File: src/rtl/jtopl_wrqueue_if.sv
// Host-side register-write push port of the jtopl write queue.
// A push happens on any clk edge where wr_valid and wr_ready are both 1.
interface jtopl_wrqueue_if;
    logic [7:0] wr_reg;
    logic [7:0] wr_val;
    logic       wr_valid;
    logic       wr_ready;

    modport master (output wr_reg, output wr_val, output wr_valid, input wr_ready);
    modport slave  (input wr_reg, input wr_val, input wr_valid, output wr_ready);
endinterface

File: src/rtl/jtopl_wrqueue.sv
// Write queue ahead of jtopl: buffers {reg,val} pushes and replays them as
// address-then-data bus cycles, enforcing the OPL post-write wait times.
module jtopl_wrqueue #(
    parameter int AW        = 4,
    parameter int ADDR_WAIT = 12,
    parameter int DATA_WAIT = 84
) (
    input  logic                clk,
    input  logic                rst,
    input  logic                cen,
    jtopl_wrqueue_if.slave      host,
    input  logic                clr_ovf,
    output logic                ovf,
    output logic [AW:0]         level,
    output logic                busy,
    output logic [7:0]          opl_din,
    output logic                opl_addr,
    output logic                opl_cs_n,
    output logic                opl_wr_n,
    output logic [2:0]          fsm_state
);

    localparam int          DEPTH     = 1 << AW;
    localparam logic [AW:0] FULL      = (AW + 1)'(DEPTH);
    localparam logic [7:0]  ADDR_LOAD = 8'(ADDR_WAIT - 1);
    localparam logic [7:0]  DATA_LOAD = 8'(DATA_WAIT - 1);

    typedef enum logic [2:0] {
        S_IDLE  = 3'd0,
        S_ASTB  = 3'd1,
        S_AWAIT = 3'd2,
        S_DSTB  = 3'd3,
        S_DWAIT = 3'd4
    } state_t;

    logic [15:0]   mem [DEPTH];
    logic [AW-1:0] wr_ptr;
    logic [AW-1:0] rd_ptr;
    logic [15:0]   head;
    logic          push;
    logic          pop;
    logic [AW:0]   level_next;

    state_t        state;
    state_t        state_next;
    logic [7:0]    cnt;
    logic [7:0]    cnt_next;
    logic [7:0]    val_hold;
    logic [7:0]    val_next;
    logic [7:0]    din_next;
    logic          addr_next;
    logic          strobe_n_next;

    assign push      = host.wr_valid & host.wr_ready;
    assign head      = mem[rd_ptr];
    assign fsm_state = state;

    always_comb begin
        level_next = level + {{AW{1'b0}}, push} - {{AW{1'b0}}, pop};
    end

    // wr_ready is registered from the post-edge level, so a full queue refuses
    // a push even when a pop happens on that same edge.
    always_ff @(posedge clk) begin
        if (rst) begin
            wr_ptr        <= '0;
            rd_ptr        <= '0;
            level         <= '0;
            host.wr_ready <= 1'b0;
            ovf           <= 1'b0;
        end else begin
            if (push) wr_ptr <= wr_ptr + 1'b1;
            if (pop)  rd_ptr <= rd_ptr + 1'b1;
            level         <= level_next;
            host.wr_ready <= (level_next != FULL);
            if (clr_ovf)
                ovf <= 1'b0;
            else if (host.wr_valid && !host.wr_ready)
                ovf <= 1'b1;
        end
    end

    always_ff @(posedge clk) begin
        if (push && !rst) mem[wr_ptr] <= {host.wr_reg, host.wr_val};
    end

    always_comb begin
        state_next    = state;
        cnt_next      = cnt;
        val_next      = val_hold;
        din_next      = opl_din;
        addr_next     = opl_addr;
        strobe_n_next = opl_cs_n;
        pop           = 1'b0;
        if (cen) begin
            case (state)
                S_IDLE: begin
                    if (level != '0) begin
                        pop           = 1'b1;
                        din_next      = head[15:8];
                        val_next      = head[7:0];
                        addr_next     = 1'b0;
                        strobe_n_next = 1'b0;
                        state_next    = S_ASTB;
                    end
                end
                S_ASTB: begin
                    strobe_n_next = 1'b1;
                    cnt_next      = ADDR_LOAD;
                    state_next    = S_AWAIT;
                end
                S_AWAIT: begin
                    if (cnt == 8'd0) begin
                        addr_next     = 1'b1;
                        din_next      = val_hold;
                        strobe_n_next = 1'b0;
                        state_next    = S_DSTB;
                    end else begin
                        cnt_next = cnt - 8'd1;
                    end
                end
                S_DSTB: begin
                    strobe_n_next = 1'b1;
                    cnt_next      = DATA_LOAD;
                    state_next    = S_DWAIT;
                end
                S_DWAIT: begin
                    if (cnt == 8'd0) begin
                        // Chain straight into the next address strobe when work is queued.
                        if (level != '0) begin
                            pop           = 1'b1;
                            din_next      = head[15:8];
                            val_next      = head[7:0];
                            addr_next     = 1'b0;
                            strobe_n_next = 1'b0;
                            state_next    = S_ASTB;
                        end else begin
                            state_next = S_IDLE;
                        end
                    end else begin
                        cnt_next = cnt - 8'd1;
                    end
                end
                default: begin
                    strobe_n_next = 1'b1;
                    state_next    = S_IDLE;
                end
            endcase
        end
    end

    always_ff @(posedge clk) begin
        if (rst) begin
            state    <= S_IDLE;
            cnt      <= 8'd0;
            val_hold <= 8'd0;
            opl_din  <= 8'd0;
            opl_addr <= 1'b0;
            opl_cs_n <= 1'b1;
            opl_wr_n <= 1'b1;
            busy     <= 1'b0;
        end else begin
            state    <= state_next;
            cnt      <= cnt_next;
            val_hold <= val_next;
            opl_din  <= din_next;
            opl_addr <= addr_next;
            opl_cs_n <= strobe_n_next;
            opl_wr_n <= strobe_n_next;
            busy     <= (level_next != '0) || (state_next != S_IDLE);
        end
    end

endmodule

File: src/flat_wrapper.sv
// flat-port wrapper written by rule: the top's interface ports become plain ports
module jtopl_wrqueue_flat 
#(
    parameter int AW        = 4,
    parameter int ADDR_WAIT = 12,
    parameter int DATA_WAIT = 84
)
  (clk, rst, cen, clr_ovf, ovf, level, busy, opl_din, opl_addr, opl_cs_n, opl_wr_n, fsm_state, host_wr_reg, host_wr_val, host_wr_valid, host_wr_ready);
  jtopl_wrqueue_if host_i ();
  input  logic clk;
  input  logic rst;
  input  logic cen;
  input  logic clr_ovf;
  output logic ovf;
  output logic [AW:0] level;
  output logic busy;
  output logic [7:0] opl_din;
  output logic opl_addr;
  output logic opl_cs_n;
  output logic opl_wr_n;
  output logic [2:0] fsm_state;
  input wire logic [$bits(host_i.wr_reg)-1:0] host_wr_reg;
  input wire logic [$bits(host_i.wr_val)-1:0] host_wr_val;
  input wire logic [$bits(host_i.wr_valid)-1:0] host_wr_valid;
  output wire logic [$bits(host_i.wr_ready)-1:0] host_wr_ready;
  assign host_i.wr_reg = host_wr_reg;
  assign host_i.wr_val = host_wr_val;
  assign host_i.wr_valid = host_wr_valid;
  assign host_wr_ready = host_i.wr_ready;
  jtopl_wrqueue #(.AW(AW), .ADDR_WAIT(ADDR_WAIT), .DATA_WAIT(DATA_WAIT)) u_core (.clk(clk), .rst(rst), .cen(cen), .host(host_i), .clr_ovf(clr_ovf), .ovf(ovf), .level(level), .busy(busy), .opl_din(opl_din), .opl_addr(opl_addr), .opl_cs_n(opl_cs_n), .opl_wr_n(opl_wr_n), .fsm_state(fsm_state));
endmodule
File: config.mk
export PLATFORM = sky130hd
export DESIGN_NAME = jtopl_wrqueue_flat
export DESIGN_NICKNAME = d
export VERILOG_FILES = /design/src/rtl/jtopl_wrqueue_if.sv /design/src/rtl/jtopl_wrqueue.sv /design/src/flat_wrapper.sv
export SDC_FILE = /design/constraint.sdc
export NUM_CORES = 1
export LEC_CHECK = 0
export ABC_AREA = 1
export ABC_CLOCK_PERIOD_IN_PS = 7200
export CAP_MARGIN = 20
export CORE_AREA = 2 2 127 222
export CTS_CLUSTER_DIAMETER = 40
export DETAILED_ROUTE_END_ITERATION = 12
export DIE_AREA = 0 0 129 224
export GPL_TIMING_DRIVEN = 1
export SKIP_CTS_REPAIR_TIMING = 1
export SLEW_MARGIN = 10
export SYNTH_ARGS = -nofsm -noshare
export SYNTH_HDL_FRONTEND = slang
export SYNTH_SLANG_ARGS = --single-unit
File: constraint.sdc
create_clock -name clk -period 7.2 [get_ports clk]
set_input_delay 1.8 -clock clk [delete_from_list [all_inputs] [get_ports clk]]
set_output_delay 1.8 -clock clk [all_outputs]
set_load 0.005 [all_outputs]
## Yosys cells after proc, flatten, opt, wreduce, memory -nomap -nowiden

Memory sizes are Yosys's and may differ from the RTL's. A register that Yosys moved wholly into a read port is not among the register bits.
Index checks and enable logic that the tools add are counted.

| cells by class | value |
|---|---|
| add/sub/neg operators | 5 |
| equal/unequal tests | 8 |
| muxes and demuxes | 31 |
| bitwise logic cells | 1 |
| reductions and logical operators | 19 |

Operator list:

| operator | count |
|---|---|
| 2-to-1 mux 8 bit | 6 |
| one-hot mux 8 bit (3 select lines) | 2 |
| one-hot mux 8 bit (2 select lines) | 1 |
| one-hot mux 3 bit (5 select lines) | 1 |
| 2-to-1 mux 1 bit | 12 |
| 2-to-1 mux 3 bit | 4 |
| nonzero test 5 bit | 2 |
| AND reduction 3 bit | 3 |
| nonzero test 3 bit | 3 |
| adder 4 x 1 -> 4 bit, second input constant | 2 |
| logical NOT 8 bit | 1 |
| 2-to-1 mux 4 bit | 2 |
| subtractor 8 x 1 -> 8 bit, second input constant | 1 |
| equality test 3 x 2 -> 1 bit, second input constant | 2 |
| one-hot mux 1 bit (3 select lines) | 2 |
| adder 5 x 1 -> 5 bit | 1 |
| != test 5 bit, second input constant | 1 |
| subtractor 5 x 1 -> 5 bit | 1 |
| != test 2 x 1 -> 1 bit, second input constant | 2 |
| AND reduction 4 bit | 1 |
| OR reduction 2 bit | 2 |
| equality test 3 x 1 -> 1 bit, second input constant | 1 |
| equality test 3 bit, second input constant | 1 |
| logical NOT 3 bit | 1 |
| 7 further kinds | 9 |

| word-level totals | value |
|---|---|
| flip-flop bits (word level) | 45 |
| bits in writable memories | 256 |
| bits of input ports | 21 |
| output and inout bits | 22 |
| logic and storage cells | 77 |
| memories kept | 1 |

Memories:

| memory | words | width | read ports | clocked after memory_dff | wr ports | line | source |
|---|---|---|---|---|---|---|---|
| u_core.mem | 16 | 16 | 1 | 1 | 1 | jtopl_wrqueue.sv:36 | `logic [15:0] mem [DEPTH];` |

## Logic depth before layout (Yosys ltp)

Gate-level depths: netlist of run 1.

| depth | value |
|---|---|
| word-level depth | 8 |
| depth in mapped cells | 19 |
| depth with buffers taken out | 18 |

## Least setup slack after synthesis of run 1

Ideal clock, no wire load.

| timing | value |
|---|---|
| path type | input-to-reg |
| from | in cen |
| to | reg u_core.busy |
| setup time | 0.125 ns |
| data arrival time | 3.736 ns |
| data required time | 7.075 ns |
| slack | 3.339 ns |
| stages | 15 |
| buffers on the path | 2 |
| cell sequence | clkbuf_2 > nand2_2 > nor2_4 > buf_6 > ha_1 > inv_1 > ha_1 > inv_1 > fa_1 > xor2_1 > nand3_1 > nor2_1 > nand2_1 > nand2_1 > nand4_1 |

| between the ends | value |
|---|---|
| longest elaborated chain between the ends | 4 |
| elaborated cells between the ends (all ways) | 6 |
| those cells by class | add/sub (1); mux (2); reduce/logical (3) |

Ends and longest elaborated chain:

| item | line | source |
|---|---|---|
| start, declared | flat_wrapper.sv:12 | `input logic cen;` |
| 2-to-1 mux 1 bit | jtopl_wrqueue.sv:95 | `if (cen) begin` |
| via u_core.pop | jtopl_wrqueue.sv:41 | `logic pop;` |
| subtractor 5 x 1 -> 5 bit | jtopl_wrqueue.sv:59 | `level_next = level + {{AW{1'b0}}, push} - {{AW{1'b0}}, pop};` |
| nonzero test 5 bit | jtopl_wrqueue.sv:170 | `busy <= (level_next != '0) \|\| (state_next != S_IDLE);` |
| logical OR 1 bit | jtopl_wrqueue.sv:170 |  |
| end signal, assigned | jtopl_wrqueue.sv:170 |  |
| end, declared | jtopl_wrqueue.sv:15 | `output logic busy,` |

The timed path passes the listed nets, and every way through them passes these cells.
A chain may end at the register's enable or synchronous reset.

## Final worst setup path of run 1

| timing | value |
|---|---|
| from | in cen |
| to | reg u_core.busy |

| between the ends | value |
|---|---|
| longest elaborated chain between the ends | 4 |
| elaborated cells between the ends (all ways) | 6 |
| those cells by class | add/sub (1); mux (2); reduce/logical (3) |

Ends and longest elaborated chain:

| item | line |
|---|---|
| 2-to-1 mux 1 bit | jtopl_wrqueue.sv:95 |
| subtractor 5 x 1 -> 5 bit | jtopl_wrqueue.sv:59 |
| nonzero test 5 bit | jtopl_wrqueue.sv:170 |
| logical OR 1 bit (*) | jtopl_wrqueue.sv:170 |

Every way passes the cells marked *; elsewhere a longest branch is shown, timed or not.

==> results of run 1 <==
final cells by class:
cell class | instances | area share, %
sequential | 305 | 60.2
multi-input combinational | 740 | 24.3
clock buffer | 34 | 5.32
timing repair buffer | 49 | 3.28
tap | 369 | 3.21
inverter | 110 | 2.88
clock inverter | 19 | 0.843
placed cells by master (no fill, tap or decap), drive strengths merged:
| cell | n |
|---|---|
| buf | 7 |
| clkinvlp | 1 |
| clkbuf | 34 |
| a21oi | 31 |
| nor2 | 170 |
| clkinv | 17 |
| dfxtp | 49 |
| xnor2 | 4 |
| o22ai | 1 |
| nand4 | 4 |
| o211ai | 32 |
| o21ai | 77 |
| fa | 1 |
| edfxtp | 256 |
| or2 | 3 |
| a31oi | 2 |
| inv | 111 |
| nor3 | 6 |
| xor2 | 4 |
| ha | 13 |
| clkdlybuf4s50 | 42 |
| nand2 | 264 |
| nand3 | 128 |
cell families (layout without fill, tap and decap cells):
family | after synthesis | in the layout | synth area share (%)
AND/OR/NAND/NOR | 575 | 575 | 18.6
flip-flops | 305 | 305 | 67.3
buffers and inverters | 174 | 212 | 5.93
AO/OA/AOI/OAI | 143 | 143 | 6.29
adder cells (fa/ha/maj) | 14 | 14 | 1.42
XOR/XNOR | 8 | 8 | 0.544
Yosys cell counts:
cell | number | area share, %
a21oi_1 | 31 | 1.2
a31oi_1 | 2 | 0.097
buf_1 | 4 | 0.12
buf_2 | 21 | 0.82
buf_4 | 10 | 0.58
buf_6 | 6 | 0.52
clkbuf_1 | 21 | 0.61
clkbuf_2 | 2 | 0.078
dfxtp_1 | 49 | 7.6
edfxtp_1 | 256 | 60
fa_1 | 1 | 0.16
ha_1 | 13 | 1.3
inv_1 | 106 | 3.1
inv_2 | 4 | 0.12
nand2_1 | 259 | 7.5
nand2_2 | 4 | 0.19
nand2_4 | 1 | 0.087
nand3_1 | 127 | 4.9
nand3_2 | 1 | 0.078
nand4_1 | 3 | 0.15
nand4_4 | 1 | 0.17
nor2_1 | 168 | 4.9
nor2_2 | 1 | 0.049
nor2_4 | 1 | 0.087
nor3_1 | 6 | 0.23
o211ai_1 | 32 | 1.9
o21ai_0 | 53 | 2.1
o21ai_1 | 23 | 0.89
o21ai_4 | 1 | 0.13
o22ai_1 | 1 | 0.049
or2_2 | 3 | 0.15
xnor2_1 | 4 | 0.27
xor2_1 | 4 | 0.27
layer usage:
metal  vias up  global-route usage, %  share of wire [%]
met3        53                   2.44                4.5
met4         0                   8.38                3.3
met1      4204                   27.2                 38
li1       4135                      -                  -
met2       282                   43.3                 54
met5         -                      0                  0
per-stage QoR:
| step | power (µW) | hold slack (ns) |
|---|---|---|
| 6_report | 4610 | 0.466 |
| 5_1_grt | 4840 | 0.487 |
| 4_1_cts | 4640 | 0.471 |
| 3_5_place_dp | 3210 | 0.461 |
| 3_3_place_gp | 3210 | 0.453 |
| 2_1_floorplan | 2850 | 0.436 |
registers in the layout, summed over array words and instances (netlist names), named ones only:
register              count
u_core.cnt                8
u_core.fsm_state          3
u_core.level              5
u_core.mem              256
u_core.opl_cs_n           1
u_core.wr_ptr             4
u_core.ovf                1
u_core.opl_din            8
u_core.val_hold           8
u_core.host.wr_ready      1
u_core.rd_ptr             4
u_core.busy               1
u_core.opl_addr           1
worst min path at each step:
stage                                               from                             end
after floorplan               u_core.cnt[7]$_SDFFE_PP0P_      u_core.cnt[7]$_SDFFE_PP0P_
after global placement      u_core.opl_addr$_SDFFE_PP0P_    u_core.opl_addr$_SDFFE_PP0P_
after detailed placement  u_core.opl_din[3]$_SDFFE_PP0P_  u_core.opl_din[3]$_SDFFE_PP0P_
after CTS                 u_core.opl_din[3]$_SDFFE_PP0P_  u_core.opl_din[3]$_SDFFE_PP0P_
after global routing      u_core.opl_din[4]$_SDFFE_PP0P_  u_core.opl_din[4]$_SDFFE_PP0P_
final                     u_core.opl_din[3]$_SDFFE_PP0P_  u_core.opl_din[3]$_SDFFE_PP0P_
where the power goes:
| group | total (µW) | switching [µW] | internal, µW | leakage, µW |
|---|---|---|---|---|
| logic | 1100 | 741 | 359 | 0.00223 |
| registers | 2070 | 80.5 | 1990 | 0.00271 |
| clock network | 1430 | 667 | 767 | 0.000435 |
worst max-delay path, delay by kind of cell:
kind / cells / cell delay (ns)
AND/OR/NAND/NOR: 7 / 1.06
XOR/XNOR: 1 / 0.19
buffers and inverters: 3 / 0.76
adder cells (fa/ha/maj): 3 / 0.92
==> reports/qor.csv, run 1 <==
stage,metric,value,unit
global_routing,global route overflow,0,
global_routing,largest net degree at the start of global routing,91,
placement,Inst Count DP,1573,
placement,pre-CTS WS,2.29,ns
floorplan,die width,129,µm
worst_setup_path,launch point of the worst path,cen,
min_path,worst hold-check path type,flip-flop to flip-flop,
finish,layout cells sized above 1,6.68,%
synthesis,cells after synthesis,1219,
finish,area of the multi-input gates,3490,µm²
sta,Final WS setup,2.90,ns
finish,Nets,1271,
global_routing,GR Util All Layers,23.2,%
placement,RePlAce Congestion,0.806,
drt,DRT antenna net count,0,
sta,final hold vios,0,
sta,part of the cycle the worst path needs,59.7,%
clock_network,H-tree Lvls,1,
synthesis,Syn Nets,1254,
placement,Buffers on Ports,42,
synthesis,Seq cells post-synth,305,
finish,# diodes,0,
floorplan,Die H,224,µm
global_routing,antenna violations before repair,0,
finish,final std cells w/o fill,1626,
worst_setup_path,Critical Path Sink,u_core.busy$_SDFF_PP0_,
worst_setup_path,crit path cell chain,clkdlybuf4s50_1 -> nand2_2 -> nor2_4 -> ha_1 -> inv_1 -> ha_1 -> inv_1 -> fa_1 -> xor2_1 -> nand3_1 -> nor2_1 -> nand2_1 -> nand2_1 -> nand4_1,
worst_setup_path,WS Path Type,primary input to flip-flop,
placement,DP Area,13500,µm²
sta,Final min period,4.30,ns
drt,via count,8674,
clock_network,clock latency on the worst-skew pair,0.58,ns
power_and_ir_drop,Power Density,320,nW/µm²
worst_setup_path,Worst R2R End,u_core.busy$_SDFF_PP0_,
synthesis,synthesized area per cell,10.6,µm²
synthesis,Post-Syn Area,12900,µm²
worst_setup_path,CP endpoint kind,flip-flop,
sta,Post-Route Setup TNS,0,ns
floorplan,CORE AREA,27100,µm²
synthesis,synth warn,0,
sta,fmax,233,MHz
clock_network,Num CTS Buffers,30,
floorplan,I/O pin total,43,
synthesis,library cells used by synthesis,33,
finish,Sequential Area,8670,µm²
sta,skew final,0.0243,ns
drt,Detailed Route WL,32.9,mm
power_and_ir_drop,Max rail drop VDD,196,µV
drt,DRC Markers,0,
clock_network,Num Clock Sinks,305,
synthesis,post-synthesis sequential area ratio,67.3,%
worst_setup_path,CP peak stage delay,0.65,ns
floorplan,Rows,80,
finish,Layout area overhead,11.8,%
clock_network,clock buffer depth,3,
status,status,"complete, no violations",
finish,fillers,2423,
power_and_ir_drop,P_leak,0.00537,µW
finish,"Design Area, Final",14400,µm²
worst_setup_path,Worst setup SP type,primary input,
worst_setup_path,worst reg2reg startpoint,u_core.fsm_state[0]$_SDFF_PP0_,
finish,Final Core Density,53.1,%
sta,final setup violating endpoints,0,
global_routing,first-pass GRT wire length,49.7,mm
sta,unrepaired setup endpoints after global routing,no,
worst_setup_path,CP Max Fanout,22,
global_routing,vias in the first global route,8484,
run,MaxCap Viol Count,0,
floorplan,initial core utilization,47.5,%
clock_network,"CTS clk-pin slew, worst paths",0.06,ns
drt,First-pass DRT Iterations,5,
drt,Via density,5.33,
drt,Wirelength per Cell,20.3,µm
worst_setup_path,R2R Setup Slk,3.65,ns
placement,dpl hpwl,21.1,mm
worst_setup_path,Worst R2R Path Depth,17,
worst_setup_path,critical path arrival,4.75,ns
floorplan,die area,28900,µm²
clock_network,CTS tree,yes,
drt,DRT iter0 DRCs,863,
worst_setup_path,slowest stage cell on the critical path,clkdlybuf4s50_1,
sta,Max Slew Vio Count,0,
clock_network,CTS Root Cell,clkbuf_16,
min_path,hold path depth,2,
sta,Least-Margin Pin Slew,1.08,ns
worst_setup_path,CP Data Required Time,7.65,ns
sta,slew margin rel.,27.7,%
Note: power is estimated with default switching activity, not from simulation.
==> run 2: changes to the inputs <==
--- a/config.mk
+++ b/config.mk
@@ -6,13 +6,14 @@
 export NUM_CORES = 1
 export LEC_CHECK = 0
 export ABC_AREA = 1
-export ABC_CLOCK_PERIOD_IN_PS = 7200
+export ABC_CLOCK_PERIOD_IN_PS = 3460
 export CAP_MARGIN = 20
 export CORE_AREA = 2 2 127 222
 export CTS_CLUSTER_DIAMETER = 40
 export DETAILED_ROUTE_END_ITERATION = 12
 export DIE_AREA = 0 0 129 224
 export GPL_TIMING_DRIVEN = 1
+export PLACE_DENSITY = 0.67
 export SKIP_CTS_REPAIR_TIMING = 1
 export SLEW_MARGIN = 10
 export SYNTH_ARGS = -nofsm -noshare
==> constraint.sdc (replaced) <==
create_clock -name clk -period 3.46 [get_ports clk]
set_input_delay 0.865 -clock clk [delete_from_list [all_inputs] [get_ports clk]]
set_output_delay 0.865 -clock clk [all_outputs]
set_load 0.005 [all_outputs]
==> run 2 against run 1 <==
Hold slack worse by 0.0027 ns. Cell count rose by 1.9%. Clock power increased by 110%. Highest routed layer unchanged. Critical endpoint unchanged. Sequential cell count is the same. Largest cell class unchanged. Largest power group unchanged. Critical path type is now flip-flop to flip-flop. Core utilization grew 1.3 points.
==> reports/qor.csv, run 2 (synthesis gave the netlist of run 1 again) <==
stage,metric,value,unit,change
power_and_ir_drop,P_leak,0.00558,µW,+3.8%
clock_network,Num Clock Sinks,305,,unchanged
clock_network,CTS tree,yes,,
worst_setup_path,Critical Path Sink,u_core.busy$_SDFF_PP0_,,
global_routing,GR Util All Layers,21.3,%,-1.9 points
worst_setup_path,launch point of the worst path,u_core.level[3]$_SDFF_PP0_,,
worst_setup_path,CP Max Fanout,3,,-86%
placement,RePlAce Congestion,0.834,,+3.5%
worst_setup_path,CP endpoint kind,flip-flop,,
worst_setup_path,critical path arrival,3.35,ns,-1.40 ns
clock_network,"CTS clk-pin slew, worst paths",0.07,ns,about the same
sta,final hold vios,0,,unchanged
power_and_ir_drop,Power Density,650,nW/µm²,+100%
worst_setup_path,worst reg2reg startpoint,u_core.level[3]$_SDFF_PP0_,,
clock_network,H-tree Lvls,1,,unchanged
worst_setup_path,Worst setup SP type,flip-flop,,
floorplan,die area,28900,µm²,unchanged
global_routing,first-pass GRT wire length,46.7,mm,-6.1%
placement,Buffers on Ports,42,,unchanged
finish,"commonest cells after routing, fill and taps aside","nand2_1 (259), edfxtp_1 (256), nor2_1 (152)",,
worst_setup_path,CP Data Required Time,3.91,ns,-3.74 ns
finish,Layout area overhead,14.5,%,
sta,Least-Margin Pin Slew,1.03,ns,-0.0487 ns
drt,First-pass DRT Iterations,6,,+1
worst_setup_path,Worst R2R End,u_core.busy$_SDFF_PP0_,,
sta,fmax,345,MHz,
drt,via count,8737,,+0.73%
sta,slew margin rel.,31.0,%,+3.2 points
drt,DRT iter0 DRCs,874,,+1.3%
drt,DRT antenna net count,0,,unchanged
clock_network,clock buffer depth,3,,unchanged
sta,Max Slew Vio Count,0,,unchanged
floorplan,die width,129,µm,unchanged
power_and_ir_drop,Max rail drop VDD,358,µV,+83%
min_path,worst hold-check path type,flip-flop to flip-flop,,
power_and_ir_drop,Final Power,9590,µW,+110%
global_routing,global route overflow,0,,unchanged
sta,part of the cycle the worst path needs,83.8,%,
worst_setup_path,Worst R2R Path Depth,18,,+1
finish,# diodes,0,,unchanged
sta,Post-Route Setup TNS,0,ns,unchanged
sta,skew final,0.0118,ns,-0.0125 ns
global_routing,vias in the first global route,8678,,+2.3%
clock_network,CTS Root Cell,clkbuf_16,,
placement,Inst Count DP,1606,,+2.1%
global_routing,antenna violations before repair,0,,unchanged
placement,dpl hpwl,18.9,mm,-10%
global_routing,largest net degree at the start of global routing,90,,-1.1%
finish,Nets,1302,,+2.4%
finish,"Design Area, Final",14800,µm²,+2.5%
finish,largest register by flop count,u_core.mem,,
worst_setup_path,WS Path Type,flip-flop to flip-flop,,
floorplan,Die H,224,µm,unchanged
sta,final setup violating endpoints,0,,unchanged
run,MaxCap Viol Count,0,,unchanged
drt,Detailed Route WL,30.3,mm,-8.1%
finish,"most common cell after layout, fill and taps aside",nand2_1,,
finish,final std cells w/o fill,1657,,+1.9%
finish,Largest register FFs,256,,unchanged
finish,layout cells sized above 1,9.24,%,+2.6 points
clock_network,Num CTS Buffers,28,,-6.7%
status,status,"complete, no violations",,
placement,DP Area,13900,µm²,+2.5%
drt,Wirelength per Cell,18.3,µm,-9.8%
sta,Final min period,2.90,ns,
clock_network,clock latency on the worst-skew pair,0.56,ns,-0.02 ns
floorplan,Rows,80,,unchanged
floorplan,initial core utilization,47.5,%,unchanged
floorplan,I/O pin total,43,,unchanged
sta,unrepaired setup endpoints after global routing,no,,
drt,DRC Markers,0,,unchanged
floorplan,CORE AREA,27100,µm²,unchanged
drt,Via density,5.27,,-1.2%
worst_setup_path,R2R Setup Slk,0.56,ns,-3.09 ns
## run 2: cell count changes in the layout (fill, tap and decap cells not counted), sizes merged
cell,change
buf,+33
bufinv,+1
clkbuf,+2
inv,+2
clkinv,-7
## run 2: critical path, cell delays in order (launching register included)
cell,delay (ns)
dfxtp_1,0.36
inv_1,0.08
ha_1,0.18
nand3_1,0.10
nor2_1,0.07
nor2_1,0.13
inv_1,0.09
nor2_4,0.14
ha_1,0.24
inv_1,0.06
ha_1,0.16
inv_1,0.07
fa_1,0.43
xor2_1,0.21
nand3_1,0.09
nor2_1,0.18
nand2_1,0.08
nand2_1,0.07
nand4_1,0.06
## run 2: worst min path at each step
| stage | start | end | slack, ns | cells after the start |
|---|---|---|---|---|
| final | u_core.opl_addr$_SDFFE_PP0P_ | u_core.opl_addr$_SDFFE_PP0P_ | 0.46 | 2 |
| after global routing | u_core.opl_addr$_SDFFE_PP0P_ | u_core.opl_addr$_SDFFE_PP0P_ | 0.48 | 2 |
| after CTS | u_core.opl_addr$_SDFFE_PP0P_ | u_core.opl_addr$_SDFFE_PP0P_ | 0.47 | 2 |
| after detailed placement | u_core.opl_addr$_SDFFE_PP0P_ | u_core.opl_addr$_SDFFE_PP0P_ | 0.45 | 2 |
| after global placement | u_core.cnt[7]$_SDFFE_PP0P_ | u_core.cnt[7]$_SDFFE_PP0P_ | 0.44 | 2 |
| after floorplan | u_core.cnt[7]$_SDFFE_PP0P_ | u_core.cnt[7]$_SDFFE_PP0P_ | 0.44 | 2 |
## run 2: where the power goes
group          internal, µW  switching (µW)
clock                  1690            1350
sequential             4150             111
combinational           793            1500
## run 2: layout make-up
class                      instances  area [µm²]
clock buffer                      36         782
inverter                         110         414
tap                              369         462
fill                            2236       12400
multi-input combinational        740        3490
timing repair buffer              82         808
clock inverter                    15         124
sequential                       305        8670
## run 2: metal layers
layer	global-route usage [%]	vias up	wire length, µm
li1	-	4206	-
met1	23.8	4190	11100
met2	39.6	262	16400
met3	2.65	79	1520
met4	9.75	0	1270
met5	0	-	0
## run 2: per-stage QoR
step           hold slack [ns]  setup WS (ns)  util (%)
6_report                 0.463          0.559      54.4
5_1_grt                  0.478          0.159      54.4
4_1_cts                  0.465          0.553      54.4
3_5_place_dp             0.455          0.140      51.1
3_3_place_gp             0.444          0.196      51.1
2_1_floorplan            0.436          0.534         -
